[src/rtl/button_debouncer.sv]
// Debounces one raw asynchronous button into a registered level plus one-cycle rise/fall pulses.
// Latency N_SYNC+1+DEBOUNCE_CYCLES edges from a stable input change; no backpressure.
module button_debouncer #(
  parameter int N_SYNC          = 2,
  parameter int DEBOUNCE_CYCLES = 4
) (
  input  logic clk,
  input  logic rst,
  input  logic btn_raw,
  output logic btn_level,
  output logic btn_rise,
  output logic btn_fall,
  output logic busy
);

  localparam int CNT_W = (DEBOUNCE_CYCLES > 1) ? $clog2(DEBOUNCE_CYCLES) : 1;
  localparam logic [CNT_W-1:0] CNT_MAX = CNT_W'(DEBOUNCE_CYCLES - 1);

  typedef enum logic [1:0] {
    S_LOW     = 2'd0,
    S_RISING  = 2'd1,
    S_HIGH    = 2'd2,
    S_FALLING = 2'd3
  } state_t;

  logic [N_SYNC-1:0] r_sync;
  logic              w_s;

  state_t            r_state;
  state_t            w_state_nxt;
  logic [CNT_W-1:0]  r_cnt;
  logic [CNT_W-1:0]  w_cnt_nxt;
  logic              r_level;
  logic              w_level_nxt;
  logic              r_rise;
  logic              w_rise_nxt;
  logic              r_fall;
  logic              w_fall_nxt;
  logic              r_busy;
  logic              w_busy_nxt;

  always_ff @(posedge clk or posedge rst) begin
    if (rst) begin
      r_sync <= '0;
    end else begin
      r_sync <= {r_sync[N_SYNC-2:0], btn_raw};
    end
  end

  assign w_s = r_sync[N_SYNC-1];

  always_ff @(posedge clk or posedge rst) begin
    if (rst) begin
      r_state <= S_LOW;
      r_cnt   <= '0;
      r_level <= 1'b0;
      r_rise  <= 1'b0;
      r_fall  <= 1'b0;
      r_busy  <= 1'b0;
    end else begin
      r_state <= w_state_nxt;
      r_cnt   <= w_cnt_nxt;
      r_level <= w_level_nxt;
      r_rise  <= w_rise_nxt;
      r_fall  <= w_fall_nxt;
      r_busy  <= w_busy_nxt;
    end
  end

  // A sample disagreeing with the pending change drops back to the originating stable state.
  always_comb begin
    w_state_nxt = r_state;
    w_cnt_nxt   = r_cnt;
    w_level_nxt = r_level;
    w_rise_nxt  = 1'b0;
    w_fall_nxt  = 1'b0;
    case (r_state)
      S_LOW: begin
        if (w_s) begin
          w_state_nxt = S_RISING;
          w_cnt_nxt   = '0;
        end
      end
      S_RISING: begin
        if (!w_s) begin
          w_state_nxt = S_LOW;
          w_cnt_nxt   = '0;
        end else if (r_cnt == CNT_MAX) begin
          w_state_nxt = S_HIGH;
          w_cnt_nxt   = '0;
          w_level_nxt = 1'b1;
          w_rise_nxt  = 1'b1;
        end else begin
          w_cnt_nxt = r_cnt + 1'b1;
        end
      end
      S_HIGH: begin
        if (!w_s) begin
          w_state_nxt = S_FALLING;
          w_cnt_nxt   = '0;
        end
      end
      S_FALLING: begin
        if (w_s) begin
          w_state_nxt = S_HIGH;
          w_cnt_nxt   = '0;
        end else if (r_cnt == CNT_MAX) begin
          w_state_nxt = S_LOW;
          w_cnt_nxt   = '0;
          w_level_nxt = 1'b0;
          w_fall_nxt  = 1'b1;
        end else begin
          w_cnt_nxt = r_cnt + 1'b1;
        end
      end
      default: begin
        w_state_nxt = S_LOW;
        w_cnt_nxt   = '0;
      end
    endcase
    w_busy_nxt = (w_state_nxt == S_RISING) || (w_state_nxt == S_FALLING);
  end

  assign btn_level = r_level;
  assign btn_rise  = r_rise;
  assign btn_fall  = r_fall;
  assign busy      = r_busy;

endmodule

[config.mk]
export PLATFORM = sky130hd
export DESIGN_NAME = button_debouncer
export DESIGN_NICKNAME = d
export VERILOG_FILES = /design/src/rtl/button_debouncer.sv
export SDC_FILE = /design/constraint.sdc
export NUM_CORES = 1
export LEC_CHECK = 0
export CORE_AREA = 2 2 39 41
export DETAILED_ROUTE_END_ITERATION = 16
export DIE_AREA = 0 0 41 43
export PLACE_DENSITY_LB_ADDON = 0.05
export SYNTH_ARGS = -nofsm -noshare
export SYNTH_HDL_FRONTEND = slang
export SYNTH_SLANG_ARGS = --single-unit
[constraint.sdc]
create_clock -name clk -period 1.2 [get_ports clk]
set_clock_uncertainty 0.05 [all_clocks]
set_input_delay 0.18 -clock clk [delete_from_list [all_inputs] [get_ports clk]]
set_output_delay 0.18 -clock clk [all_outputs]
set_load 0.01 [all_outputs]
==> results of run 1 <==
## final cells by class
class	count	area, um2
Inverter	2	7.51
Timing Repair Buffer	8	70.1
Multi-Input combinational cell	19	116
Sequential cell	9	225
Tap cell	16	20.0
Clock buffer	3	22.5
Fill cell	140	917
Clock inverter	1	5.00
## metal layers
metal  wire [um]  up-vias  share of wire, %
li1            -      125                 -
met3          28        2               5.1
met5           0        -                 0
met4           4        0              0.72
met1         246      106                44
met2         273        4                49
## cells by family (layout without fill, tap and decap cells)
kind of cell             after synthesis  in the layout  share of synthesized area, %
XOR/XNOR                               1              1                          2.51
flip-flops                             9              9                          64.5
buffers and inverters                  2             14                          2.15
AO/OA/AOI/OAI                          7              7                          10.8
AND/OR/NAND/NOR                        9              9                          12.9
adder cells (fa/ha/maj)                2              2                          7.17
## power groups by stage
stage	combinational [uW]	clock, uW	sequential [uW]
after global placement	98.7	0	352
after floorplan	37.8	0	361
after CTS	90.8	244	348
after global routing	102	260	352
final	89.4	234	348
after detailed placement	99.9	0	355
## state kept, by name, summed over array words and instances, names as in the netlist
| register | count |
|---|---|
| r_cnt | 2 |
| r_state | 2 |
| r_sync | 2 |
| btn_fall | 1 |
| btn_level | 1 |
| btn_rise | 1 |
## path summary, 6_finish.rpt
path / start / endpoint
setup / recovery: r_state[0] / busy
setup reg to reg: r_cnt[0] / btn_level
hold reg to reg: r_sync[0] / r_sync[1]
max in group asynchronous: rst / r_cnt[0]
hold / removal: rst / r_sync[0]
min in group clk: btn_raw / r_sync[0]
## through the flow
step | setup slack [ns] | instance area, um2 | hold WS, ns | total power (uW) | utilization (%)
floorplan | 0.183 | 349 | -0.0421 | 399 | -
CTS | 0.0334 | 467 | 0.132 | 683 | 33.7
detailed placement | 0.0975 | 444 | 0.296 | 455 | 32.1
global placement | 0.100 | 444 | 0.289 | 451 | 32.1
global route | 0.00582 | 467 | 0.160 | 714 | 33.7
finish | 0.0479 | 467 | 0.120 | 672 | 33.7
## worst register-to-register path, stage by stage (launching register included)
cell	delay, ns
dfrtp_1	0.40
ha_1	0.16
nand2_1	0.09
o31ai_1	0.19
o21ai_1	0.09
## cells in the final DEF (no fill, tap or decap), drive strengths merged
master         instances
o31ai                  1
o21ai                  3
nand3b                 2
ha                     2
clkdlybuf4s50          2
nor2                   1
nor3                   1
nand2                  4
dlygate4sd2            4
a21oi                  3
clkinv                 1
clkbuf                 3
buf                    2
dfrtp                  9
xnor2                  1
inv                    2
nand2b                 1
## timing repair
item,CTS,global route
gates resized for setup,4,1
endpoints found under the hold margin,0,0
endpoints found under the setup margin,4,1
pin swaps,0,0
==> reports/results.txt, run 1 <==
GRT busiest layer: met2
Net Sw Frac: 25.7%
Vias per cell: 4.09
Status: finished, final reports clean
Synth area leader: dfrtp_1
Clock Path Buffers: 2
CP Launch Type: flip-flop
CTS tree: done
Critical path class: reg2out
Post-layout net count: 48
Die height: 43 um
Fin. Hold Viols: 0
Post-Route WL: 553 um
First-pass GRT wire length: 952 um
Vias in the first global route: 232
Combinational power share: 13.3%
Core Region: 1380 um2
Peak Freq: 0.868 GHz
Die area: 1760 um2
Ys Warns: 0
Ys async rst share: 100%
Antenna fix cells: 0
Register area share after synthesis: 64.5%
Unique masters post-synth: 13
Main area contributors after synthesis: dfrtp_1 65%, ha_1 7.2%, a21oi_1 4.3%, nand2_1 4.3%, nand3b_1 4.3%
GRT overflow: 0
Least-Margin Pin Slew: 0.332 ns
Most frequent cells after synthesis: 9 x dfrtp_1, 4 x nand2_1, 3 x a21oi_1
Finished Layout Cells: 58
Num CTS Buffers: 3
Synthesized area per cell: 11.6 um2
Post-CTS setup buffer count: 0
CTS Sinks: 9
Area Growth Syn to Fin: 33.7%
Crit-path max FO: 2
Max incr delay on CP: 0.38 ns
R2R cell count: 4
IO Port Bufs: 6
Ys flop type: dfrtp_1
Cell internal pwr: 500 uW
Antenna viol nets, final: 0
Rel. slew slack: 77.8%
CP delay by family, top: flip-flops
Met2 GRT Util: 10.9%
Total number of vias: 237
Worst skew pair latency: 0.26 ns
Dpl cells: 54
Gpl congestion: 0.680
Final Max Tran Viols: 0
Max-Cap Viols: 0
Initial Util: 25.2%
TritonRoute pass-1 iters: 4
Crit path DAT: 0.92 ns
Final Cycle Share: 96.0%
CTS Hold Bufs: 0
Buf/Inv on CP: 1
Synth Cell Area: 349 um2
Initial antenna violation count: 0
Die width: 41 um
P_leak: 0.000231 uW
Worst-path cell chain: dlygate4sd2_1
Net switching power: 172 uW
Residual DRC: 0
CP Capture Type: primary output
Tmin final: 1.15 ns
Worst EP required: 0.97 ns
Layout cells sized above 1: 14.3%
Yosys reg bits: 9
Pwr dens: 1440 nW/um2
Share of the synthesized area in the top cell type: 64.5%
DRT iter0 DRCs: 2
GR Layer Usage met3: 3.14%
Htree depth: 1
Total track usage: 8.96%
Largest net degree at the start of global routing: 10
Part of the power in registers: 51.8%
FP Rows: 14
Peak VDD IR: 0.418 mV
I/O Pins: 7
Global-route met1 utilization: 10.8%
Slowest cell on the critical path: dfrtp_1
Top-count cell post-synth: dfrtp_1
Syn Inst Count: 30
Clk slew on worst S/H paths: 0.07 ns
Setup TNS: 0 ns
Dpl hpwl: 414 um
Clk pwr share: 34.9%
Crit. path cell count: 1
Worst min path class: in2async
Root Driver: clkbuf_4
Reg2reg setup slack: 0.10 ns
EDFF count, synth: 0
RSZ-0062 raised after global routing: false
Final setup fails: 0
WL/cell: 9.53 um
Syn_nets: 35
Power figures use the tool's default switching activity.
==> run 2: changes to the inputs <==
- ABC_CLOCK_PERIOD_IN_PS: not set -> 1200
==> results of run 2 <==
No change in the layout: final DEF, timing and power equal those of run 1.
